$ cat src/rtl/crc_pkg.sv
// Shared CRC definitions: width-generic serial fold, bit reversal and catalogue presets.
// Latency: n/a (package of constants and pure functions).
// Backpressure: n/a.
package crc_pkg;

    // Widest CRC register and widest input beat the helper functions support.
    localparam int CRC_MAX  = 64;
    localparam int DATA_MAX = 64;

    // One catalogue entry; all fields are right-aligned in 64 bits.
    typedef struct packed {
        logic [63:0] poly;
        logic [63:0] init;
        logic [63:0] xorout;
        logic        refin;
        logic        refout;
        logic [63:0] residue;
    } crc_preset_t;

    localparam crc_preset_t CRC64_WE = '{
        poly:    64'h42F0_E1EB_A9EA_3693,
        init:    64'hFFFF_FFFF_FFFF_FFFF,
        xorout:  64'hFFFF_FFFF_FFFF_FFFF,
        refin:   1'b0,
        refout:  1'b0,
        residue: 64'hFCAC_BEBD_5931_A992
    };

    localparam crc_preset_t CRC64_ECMA182 = '{
        poly:    64'h42F0_E1EB_A9EA_3693,
        init:    64'h0,
        xorout:  64'h0,
        refin:   1'b0,
        refout:  1'b0,
        residue: 64'h0
    };

    localparam crc_preset_t CRC32_ISO_HDLC = '{
        poly:    64'h0000_0000_04C1_1DB7,
        init:    64'h0000_0000_FFFF_FFFF,
        xorout:  64'h0000_0000_FFFF_FFFF,
        refin:   1'b1,
        refout:  1'b1,
        residue: 64'h0000_0000_DEBB_20E3
    };

    // Apply data_w serial LFSR steps to a crc_w-bit register. Bits above
    // crc_w in the result are always zero. With refl_in the beat is
    // consumed from bit 0 upward, otherwise from bit data_w-1 downward.
    function automatic logic [CRC_MAX-1:0] crc_step(
        input logic [CRC_MAX-1:0]  crc,
        input logic [DATA_MAX-1:0] data,
        input logic [CRC_MAX-1:0]  poly,
        input int                  crc_w,
        input int                  data_w,
        input logic                refl_in
    );
        logic [CRC_MAX-1:0] c;
        logic [CRC_MAX-1:0] mask;
        logic               d;
        logic               fb;
        mask = (crc_w >= CRC_MAX) ? '1 : ((64'd1 << crc_w) - 64'd1);
        c    = crc & mask;
        for (int i = 0; i < DATA_MAX; i++) begin
            if (i < data_w) begin
                d  = refl_in ? data[i] : data[data_w - 1 - i];
                fb = c[crc_w - 1] ^ d;
                c  = ((c << 1) ^ (fb ? poly : '0)) & mask;
            end
        end
        return c;
    endfunction

    // Reverse the low w bits of v; bits above w come back zero.
    function automatic logic [CRC_MAX-1:0] bit_rev(
        input logic [CRC_MAX-1:0] v,
        input int                 w
    );
        logic [CRC_MAX-1:0] r;
        r = '0;
        for (int i = 0; i < CRC_MAX; i++) begin
            if (i < w) begin
                r[i] = v[w - 1 - i];
            end
        end
        return r;
    endfunction

endpackage

$ cat src/rtl/crc_engine_if.sv
// Beat input stream plus result output stream of the CRC engine.
// Latency: n/a (wiring only).
// Backpressure: in_rdy throttles beats, crc_rdy drains the result register.
interface crc_engine_if
    import crc_pkg::*;
#(
    parameter int CRC_W  = 64,
    parameter int DATA_W = 8,
    parameter int CNT_W  = 16
);
    // Input beat stream
    logic              in_vld;
    logic              in_rdy;
    logic [DATA_W-1:0] in_dat;
    logic              in_last;

    // Per-frame result stream
    logic              crc_vld;
    logic              crc_rdy;
    logic [CRC_W-1:0]  crc_dat;
    logic              crc_ok;
    logic [CNT_W-1:0]  beat_cnt;

    // The engine side
    modport slave (
        input  in_vld, in_dat, in_last, crc_rdy,
        output in_rdy, crc_vld, crc_dat, crc_ok, beat_cnt
    );

    // The framer / link-layer side
    modport master (
        output in_vld, in_dat, in_last, crc_rdy,
        input  in_rdy, crc_vld, crc_dat, crc_ok, beat_cnt
    );
endinterface

$ cat src/rtl/crc_pkt_fold.sv
// Folds one DATA_W-bit beat into a CRC_W-bit register, fully unrolled.
// Latency: combinational, zero cycles.
// Backpressure: none; the caller decides when the result is registered.
module crc_pkt_fold
    import crc_pkg::*;
#(
    parameter int          CRC_W      = 64,
    parameter int          DATA_W     = 8,
    parameter logic [63:0] POLY       = CRC64_WE.poly,
    parameter bit          REFLECT_IN = 1'b0
) (
    input  logic [CRC_W-1:0]  i_crc,
    input  logic [DATA_W-1:0] i_dat,
    output logic [CRC_W-1:0]  o_crc
);

    // DATA_W serial steps collapse into one XOR network once the
    // widths and polynomial are fixed at elaboration.
    always_comb begin
        o_crc = CRC_W'(crc_step(64'(i_crc), 64'(i_dat), POLY, CRC_W, DATA_W, REFLECT_IN));
    end

endmodule

$ cat src/rtl/crc_engine.sv
// Parallel CRC generator/checker: one beat per cycle, per-frame result register.
// Latency: result valid the cycle after the last beat is accepted.
// Backpressure: an unconsumed result (crc_vld && !crc_rdy) or a soft clear drops in_rdy.
module crc_engine
    import crc_pkg::*;
#(
    parameter int          CRC_W       = 64,
    parameter int          DATA_W      = 8,
    parameter logic [63:0] POLY        = CRC64_WE.poly,
    parameter logic [63:0] INIT        = CRC64_WE.init,
    parameter logic [63:0] XOR_OUT     = CRC64_WE.xorout,
    parameter bit          REFLECT_IN  = 1'b0,
    parameter bit          REFLECT_OUT = 1'b0,
    parameter logic [63:0] RESIDUE     = CRC64_WE.residue,
    parameter int          CNT_W       = 16
) (
    input  logic        i_clk,
    input  logic        i_rst_n,
    input  logic        i_clr,
    crc_engine_if.slave bus
);

    localparam logic [0:0] S_IDLE   = 1'b0;
    localparam logic [0:0] S_ACTIVE = 1'b1;

    localparam logic [CRC_W-1:0] L_INIT = INIT[CRC_W-1:0];
    localparam logic [CRC_W-1:0] L_XOR  = XOR_OUT[CRC_W-1:0];
    localparam logic [CRC_W-1:0] L_RES  = RESIDUE[CRC_W-1:0];

    // Frame state
    logic [0:0]       r_state;
    logic [CRC_W-1:0] r_crc;
    logic [CNT_W-1:0] r_cnt;

    // Result register
    logic             r_res_vld;
    logic [CRC_W-1:0] r_res_crc;
    logic             r_res_ok;
    logic [CNT_W-1:0] r_res_cnt;

    logic             w_in_rdy;
    logic             w_acc;
    logic             w_acc_last;
    logic [CRC_W-1:0] w_cur;
    logic [CRC_W-1:0] w_next;
    logic [CRC_W-1:0] w_out;
    logic [CNT_W-1:0] w_cnt_nxt;

    // Ready depends only on the result register, its consumer and the
    // soft clear, never on in_vld, so no combinational loop to the framer.
    assign w_in_rdy   = !i_clr && !(r_res_vld && !bus.crc_rdy);
    assign w_acc      = bus.in_vld && w_in_rdy;
    assign w_acc_last = w_acc && bus.in_last;

    // A frame always starts from INIT, even if the register was left
    // holding something else.
    assign w_cur = (r_state == S_IDLE) ? L_INIT : r_crc;

    crc_pkt_fold #(
        .CRC_W      (CRC_W),
        .DATA_W     (DATA_W),
        .POLY       (POLY),
        .REFLECT_IN (REFLECT_IN)
    ) u_fold (
        .i_crc (w_cur),
        .i_dat (bus.in_dat),
        .o_crc (w_next)
    );

    // Beat count including the beat now being accepted, stuck at all ones.
    assign w_cnt_nxt = (&r_cnt) ? r_cnt : r_cnt + 1'b1;

    // Final presentation of the folded register.
    assign w_out = (REFLECT_OUT ? CRC_W'(bit_rev(64'(w_next), CRC_W)) : w_next) ^ L_XOR;

    // Running CRC, beat counter and IDLE/ACTIVE tracking; a last beat
    // reloads INIT on the same edge so the next frame can follow directly.
    always_ff @(posedge i_clk or negedge i_rst_n) begin
        if (!i_rst_n) begin
            r_state <= S_IDLE;
            r_crc   <= L_INIT;
            r_cnt   <= '0;
        end else if (i_clr) begin
            r_state <= S_IDLE;
            r_crc   <= L_INIT;
            r_cnt   <= '0;
        end else if (w_acc) begin
            if (bus.in_last) begin
                r_state <= S_IDLE;
                r_crc   <= L_INIT;
                r_cnt   <= '0;
            end else begin
                r_state <= S_ACTIVE;
                r_crc   <= w_next;
                r_cnt   <= w_cnt_nxt;
            end
        end
    end

    // Result register: loads on a last beat, drains on crc_rdy. Data
    // fields hold after draining; only the valid flag drops.
    always_ff @(posedge i_clk or negedge i_rst_n) begin
        if (!i_rst_n) begin
            r_res_vld <= 1'b0;
            r_res_crc <= '0;
            r_res_ok  <= 1'b0;
            r_res_cnt <= '0;
        end else if (i_clr) begin
            r_res_vld <= 1'b0;
        end else if (w_acc_last) begin
            r_res_vld <= 1'b1;
            r_res_crc <= w_out;
            r_res_ok  <= (w_next == L_RES);
            r_res_cnt <= w_cnt_nxt;
        end else if (bus.crc_rdy) begin
            r_res_vld <= 1'b0;
        end
    end

    assign bus.in_rdy   = w_in_rdy;
    assign bus.crc_vld  = r_res_vld;
    assign bus.crc_dat  = r_res_crc;
    assign bus.crc_ok   = r_res_ok;
    assign bus.beat_cnt = r_res_cnt;

endmodule

$ cat src/flat_wrapper.sv
// flat-port wrapper written by rule: the top's interface ports become plain ports
module crc_engine_flat import crc_pkg::*;
#(
    parameter int          CRC_W       = 64,
    parameter int          DATA_W      = 8,
    parameter logic [63:0] POLY        = CRC64_WE.poly,
    parameter logic [63:0] INIT        = CRC64_WE.init,
    parameter logic [63:0] XOR_OUT     = CRC64_WE.xorout,
    parameter bit          REFLECT_IN  = 1'b0,
    parameter bit          REFLECT_OUT = 1'b0,
    parameter logic [63:0] RESIDUE     = CRC64_WE.residue,
    parameter int          CNT_W       = 16
)
  (i_clk, i_rst_n, i_clr, bus_in_vld, bus_in_dat, bus_in_last, bus_crc_rdy, bus_in_rdy, bus_crc_vld, bus_crc_dat, bus_crc_ok, bus_beat_cnt);
  crc_engine_if #(.CRC_W(CRC_W), .DATA_W(DATA_W), .CNT_W(CNT_W)) bus_i ();
  input  logic i_clk;
  input  logic i_rst_n;
  input  logic i_clr;
  input wire logic [$bits(bus_i.in_vld)-1:0] bus_in_vld;
  input wire logic [$bits(bus_i.in_dat)-1:0] bus_in_dat;
  input wire logic [$bits(bus_i.in_last)-1:0] bus_in_last;
  input wire logic [$bits(bus_i.crc_rdy)-1:0] bus_crc_rdy;
  output wire logic [$bits(bus_i.in_rdy)-1:0] bus_in_rdy;
  output wire logic [$bits(bus_i.crc_vld)-1:0] bus_crc_vld;
  output wire logic [$bits(bus_i.crc_dat)-1:0] bus_crc_dat;
  output wire logic [$bits(bus_i.crc_ok)-1:0] bus_crc_ok;
  output wire logic [$bits(bus_i.beat_cnt)-1:0] bus_beat_cnt;
  assign bus_i.in_vld = bus_in_vld;
  assign bus_i.in_dat = bus_in_dat;
  assign bus_i.in_last = bus_in_last;
  assign bus_i.crc_rdy = bus_crc_rdy;
  assign bus_in_rdy = bus_i.in_rdy;
  assign bus_crc_vld = bus_i.crc_vld;
  assign bus_crc_dat = bus_i.crc_dat;
  assign bus_crc_ok = bus_i.crc_ok;
  assign bus_beat_cnt = bus_i.beat_cnt;
  crc_engine #(.CRC_W(CRC_W), .DATA_W(DATA_W), .POLY(POLY), .INIT(INIT), .XOR_OUT(XOR_OUT), .REFLECT_IN(REFLECT_IN), .REFLECT_OUT(REFLECT_OUT), .RESIDUE(RESIDUE), .CNT_W(CNT_W)) u_core (.i_clk(i_clk), .i_rst_n(i_rst_n), .i_clr(i_clr), .bus(bus_i));
endmodule
$ cat config.mk
export PLATFORM = sky130hd
export DESIGN_NAME = crc_engine_flat
export DESIGN_NICKNAME = d
export VERILOG_FILES = /design/src/rtl/crc_pkg.sv /design/src/rtl/crc_engine_if.sv /design/src/rtl/crc_pkt_fold.sv /design/src/rtl/crc_engine.sv /design/src/flat_wrapper.sv
export SDC_FILE = /design/constraint.sdc
export NUM_CORES = 1
export LEC_CHECK = 0
export CORE_UTILIZATION = 50
export DETAILED_ROUTE_END_ITERATION = 16
export PLACE_DENSITY = 0.72
export SETUP_SLACK_MARGIN = 0.02
export SKIP_CTS_REPAIR_TIMING = 1
export SYNTH_ARGS = -nofsm -noshare
export SYNTH_HDL_FRONTEND = slang
export SYNTH_SLANG_ARGS = --single-unit
$ cat constraint.sdc
create_clock -name i_clk -period 3.54 [get_ports i_clk]
set_clock_uncertainty 0.15 [all_clocks]
set_input_delay 0.531 -clock i_clk [delete_from_list [all_inputs] [get_ports i_clk]]
set_output_delay 0.531 -clock i_clk [all_outputs]
set_load 0.01 [all_outputs]
Yosys cells after proc, flatten, opt, wreduce, memory -nomap -nowiden
Cells that the tools add are included.
{"block": "word_totals", "wordCells": 60, "inputBits": 14, "out_inout_bits": 83, "reg_bits": 163}
{"block": "classes", "add_sub_neg": 1, "n_reduce_logical": 11, "n_bitwise": 18, "n_mux": 22, "eq_ne": 1}
{"op": "$mux 63", "count": 8}
{"op": "$xor 64x63->64", "count": 6}
{"op": "$mux 64", "count": 4}
{"op": "$xor 64x64->64", "count": 2}
{"op": "$eq 64x64->1 const B", "count": 1}
{"op": "$mux 16", "count": 4}
{"op": "$not 64->64", "count": 1}
{"op": "$add 16x1->16 const B", "count": 1}
{"op": "$reduce_and 16->1", "count": 1}
{"op": "$xor 1x1->1", "count": 8}
{"op": "$mux 1", "count": 6}
{"op": "$logic_and 1x1->1", "count": 4}
{"op": "$logic_not 1->1", "count": 3}
{"op": "$reduce_bool 3->1", "count": 1}
{"op": "$reduce_and 2->1", "count": 1}
{"op": "$reduce_bool 2->1", "count": 1}
{"op": "$not 1->1", "count": 1}

Depth between registers and ports, before layout
{"block": "logic_depth", "ltp_word": 28, "depth_mapped": 11, "ltp_nobuf": 10}

Cells and area by module
A second synthesis with hierarchy kept.
{"block": "unflattened", "cells_unflattened": 778, "hier_area_um2": 8399.3}
{"module": "crc_engine", "area_each_um2": 6935.4, "seq_area_each_um2": 4159.0, "cells_each": 636, "instances": 1}
{"module": "crc_pkt_fold", "area_each_um2": 1463.9, "seq_area_each_um2": 0.0, "cells_each": 142, "instances": 1}

Worst setup path after synthesis
No wires, ideal clock.
{"block": "synth_timing", "path_type": "input -> register", "startpoint": "in bus_in_dat[6]", "endpoint": "reg u_core.r_res_ok (netlist: u_core.bus.crc_ok)", "setup_slack_ps": 463, "setup_ps": 67, "n_path_buf": 1, "stages": 9, "t_required_ps": 3323, "arrival_ps": 2860, "path_cell_list": "buf_2 -> xor2_2 -> xnor3_2 -> xnor2_4 -> xnor3_1 -> xnor2_1 -> o21ai_1 -> nor3_1 -> a32o_1"}
{"block": "synth_via", "elab_chain_len": 16}
{"item": "from (decl)", "line": "flat_wrapper.sv:20", "rtl": "input wire logic [$bits(bus_i.in_dat)-1:0] bus_in_dat;"}
{"item": "$xor 1x1->1 (*)", "line": "crc_pkg.sv:67", "rtl": "fb = c[crc_w - 1] ^ d;"}
{"item": "$mux 63 (*)", "line": "crc_pkg.sv:68", "rtl": "c = ((c << 1) ^ (fb ? poly : '0)) & mask;"}
{"item": "$xor 64x63->64 (*) (2 in a row)", "line": "crc_pkg.sv:68"}
{"item": "$xor 1x1->1", "line": "crc_pkg.sv:67"}
{"item": "$mux 63", "line": "crc_pkg.sv:68"}
{"item": "$xor 64x63->64 (*) (2 in a row)", "line": "crc_pkg.sv:68"}
{"item": "$xor 1x1->1", "line": "crc_pkg.sv:67"}
{"item": "$mux 63", "line": "crc_pkg.sv:68"}
{"item": "$xor 64x63->64 (*)", "line": "crc_pkg.sv:68"}
{"item": "$xor 64x64->64 (*)", "line": "crc_pkg.sv:68"}
{"item": "$xor 1x1->1", "line": "crc_pkg.sv:67"}
{"item": "$mux 63", "line": "crc_pkg.sv:68"}
{"item": "$xor 64x64->64 (*)", "line": "crc_pkg.sv:68"}
{"item": "$eq 64x64->1 (*)", "line": "crc_engine.sv:113", "rtl": "r_res_ok <= (w_next == L_RES);"}
{"item": "to (signal assigned)", "line": "crc_engine.sv:113"}
{"item": "to (decl)", "line": "crc_engine.sv:38", "rtl": "logic r_res_ok;"}
Mark *: on every way between the ends. The rest lies on a longest branch, timed or not.
A chain may end at the register's enable or synchronous reset.

Worst setup path after layout
{"block": "layout_timing", "startpoint": "reg u_core.r_crc[63]", "endpoint": "reg u_core.r_res_ok (netlist: u_core.bus.crc_ok)"}
{"block": "layout_via", "elab_chain_len": 18, "elab_cells_between_ends": 20, "cone_classes": "1 x eq/ne; 6 x mux; 13 x bitwise"}
{"item": "from (decl)", "line": "crc_engine.sv:32", "rtl": "logic [CRC_W-1:0] r_crc;"}
{"item": "from (signal assigned)", "line": "crc_engine.sv:94", "rtl": "r_crc <= w_next;"}
{"item": "$mux 64 (*)", "line": "crc_engine.sv:57", "rtl": "assign w_cur = (r_state == S_IDLE) ? L_INIT : r_crc;"}
{"item": "$xor 1x1->1 (*)", "line": "crc_pkg.sv:67"}
{"item": "$mux 63 (*)", "line": "crc_pkg.sv:68"}
{"item": "$xor 64x63->64 (*) (2 in a row)", "line": "crc_pkg.sv:68"}
{"item": "$xor 1x1->1", "line": "crc_pkg.sv:67"}
{"item": "$mux 63", "line": "crc_pkg.sv:68"}
{"item": "$xor 64x63->64 (*) (2 in a row)", "line": "crc_pkg.sv:68"}
{"item": "$xor 1x1->1", "line": "crc_pkg.sv:67"}
{"item": "$mux 63", "line": "crc_pkg.sv:68"}
{"item": "$xor 64x63->64 (*) (2 in a row)", "line": "crc_pkg.sv:68"}
{"item": "$xor 1x1->1", "line": "crc_pkg.sv:67"}
{"item": "$mux 63", "line": "crc_pkg.sv:68"}
{"item": "$xor 64x64->64 (*) (2 in a row)", "line": "crc_pkg.sv:68"}
{"item": "$eq 64x64->1 (*)", "line": "crc_engine.sv:113"}
Marks and branches as above.

==> flow_summary.json <==
{
  "status": "complete, no violations",
  "clock-root-buffer": "clkbuf_16",
  "via_per_inst": 5.35,
  "synth_area_leaders": "dfrtp_1, dfstp_2, xnor2_1",
  "min_path_type": "reg -> reg",
  "first_global_vias": 6992,
  "ant_nets": 0,
  "start_util_pct": 51.7,
  "syn2layout_area_growth_pct": 27.8,
  "numCtsBuffers": 17,
  "synth.distinct_cells": 55,
  "wl_per_cell_um": 19.4,
  "yosysMostFrequentCell": "nand2_1",
  "drive_above_1_share_pct": 20.7,
  "fin_crit_sh_pct": 94.0,
  "finalMaxSlewViolations": 0,
  "clkTransAtPathRegs_ps": 70,
  "core_um2": 17500,
  "whs_ps": 325,
  "crit_type": "reg -> reg",
  "cts_tree": "yes",
  "numPortBuffers": 96,
  "hold_violations": 0,
  "rsz0062_at_grt": "false",
  "grt_max_degree": 69,
  "syn-mean-instance-area_um2": 9.45,
  "synthesis.nets": 971,
  "die_height_um": 136,
  "row_count": 48,
  "drc": 0,
  "dp_hpwl_mm": 19.6,
  "firstDrtPassIters": 5,
  "die_area_um2": 18600,
  "fin_util_pct": 66.1,
  "syn_area_um2": 9040,
  "ys_seq_area_share_pct": 46.0,
  "clock-sinks": 163,
  "hold-path-cell-count": 2,
  "synth_edf_count": 0,
  "synth_common_cells": "nand2_1, xnor2_1, dfrtp_1, nor2_1, o21ai_0",
  "track_usage_pct": 30.0,
  "postSynth.asyncResetShare_pct": 100,
  "slew_headroom_pct": 56.7,
  "setup_viol": 0,
  "r2r_slack_ps": 210,
  "yosysWarningCount": 0,
  "r2r_cells": 10,
  "finalWirelength_mm": 26.4,
  "antenna_cells": 0,
  "leakage_nw": 4.79,
  "cp-start-kind": "flip-flop",
  "yosys_register_bits": 163,
  "gp_congestion": 0.950,
  "htreeDepth": 4,
  "nets": 1140,
  "power_density_nw_per_um2": 647,
  "grt_pass1_wl_mm": 40.8,
  "fin_crit_ps": 3330,
  "worst_pin_slew_ps": 649,
  "p_total_w": 0.00748,
  "ir_worst_vdd_mv": 0.384,
  "ios": 97,
  "synth.top_cell.area_share_pct": 27.4,
  "worstPathRequired_ps": 3760,
  "vias": 7298,
  "critPathCaptureType": "flip-flop",
  "synthFlopType": "dfrtp_1",
  "arrival_ps": 3550,
  "clockBufferDepth": 2,
  "grt_remaining_overflow": 0,
  "cp_max_fo": 8,
  "detail_route.iter0.violations": 638,
  "dieWidth_um": 136,
  "yosysTopAreaCell": "dfrtp_1",
  "clock_latency_ps": 430,
  "synthCells": 956,
  "maxCapViolCount": 0,
  "antenna_found_initial": 0,
  "fmax_mhz": 300
}
## worst paths after layout
check | from | end
max in group asynchronous | i_rst_n | u_core.r_crc[2]
setup / recovery | u_core.r_crc[63] | u_core.bus.crc_ok
hold / removal | u_core.bus.crc_dat[51] | u_core.bus.crc_dat[51]
min in group asynchronous | i_rst_n | u_core.bus.beat_cnt[6]
setup reg to reg | u_core.r_crc[63] | u_core.bus.crc_ok
hold reg to reg | u_core.bus.crc_dat[51] | u_core.bus.crc_dat[51]
## critical path, cell delays in order, from the launching register on
cell	delay, ps
dfstp_2	650
xor2_2	160
nand2_2	140
xnor2_4	440
xor2_4	270
buf_4	180
xor2_1	410
buf_4	190
o221ai_1	110
nor4_1	350
a32o_1	200
## power by group
group | internal, W | switching [W]
Sequential | 0.00231 | 0.000244
Combinational | 0.00162 | 0.00157
Clock | 0.000923 | 0.000813
## area by class of cell
class                      instances  area (µm²)
fill                            1453        5930
multi-input combinational        732        4670
sequential                       163        4160
timing repair buffer             209        1890
clock buffer                      18         439
tap                              225         282
clock inverter                    14         106
inverter                           2        7.51
## sequential cells by signal, indices dropped and copies added, names as in the netlist
name and count:
u_core.bus.beat_cnt 16, u_core.bus.crc_dat 64, u_core.bus.crc_ok 1, u_core.bus.crc_vld 1, u_core.r_cnt 16, u_core.r_crc 64, u_core.r_state 1
## kinds of logic (layout without fill, tap and decap cells)
kind of cell	Yosys count	in the layout	synth area share, %
XOR/XNOR	195	195	21.8
multiplexers	5	5	0.568
AND/OR/NAND/NOR	368	368	17.8
flip-flops	163	163	46.0
buffers and inverters	61	243	2.85
AO/OA/AOI/OAI	163	163	10.9
adder cells (fa/ha/maj)	1	1	0.138
## per-layer routing
metal	vias up	track usage, %	share of wire [%]	routed length (µm)
met2	230	45.7	45	12000
met1	3545	43.8	47	12300
li1	3489	-	-	-
met3	34	4.10	5.5	1470
met4	0	9.88	2.3	620
met5	-	0	0	0
## through the flow
step / area [µm²] / worst slack [ps] / setup TNS, ps / std cells
after detailed placement: 11000 / -215 / -222 / 1330
after CTS: 11500 / 198 / 0 / 1362
after global placement: 11000 / -310 / -457 / 1330
final: 11500 / 211 / 0 / 1363
after floorplan: 9040 / 463 / 0 / 956
after global routing: 11500 / 40.1 / 0 / 1363
## layout by cell type, fill, tap and decap left out, types with 3 or more instances in the layout
cell	count
o21ai_0	65
nand4_1	4
dfrtp_1	99
nand2b_1	16
nand2_1	202
xor2_1	52
nor4_1	7
clkinv_4	4
dfstp_2	64
a31oi_1	3
o22a_1	27
xnor3_1	9
clkdlybuf4s50_1	95
xnor2_4	3
a21oi_1	47
nor2b_1	8
buf_12	6
buf_4	106
xnor2_2	8
and3_1	7
and2_1	4
nand3_1	9
clkbuf_16	17
mux2i_1	4
clkinvlp_4	3
xnor2_1	119
nor3_1	9
nor3b_1	6
o31ai_1	7
or2_2	4
nor2_1	77
clkinv_2	4
(Power assumes the default switching activity.)
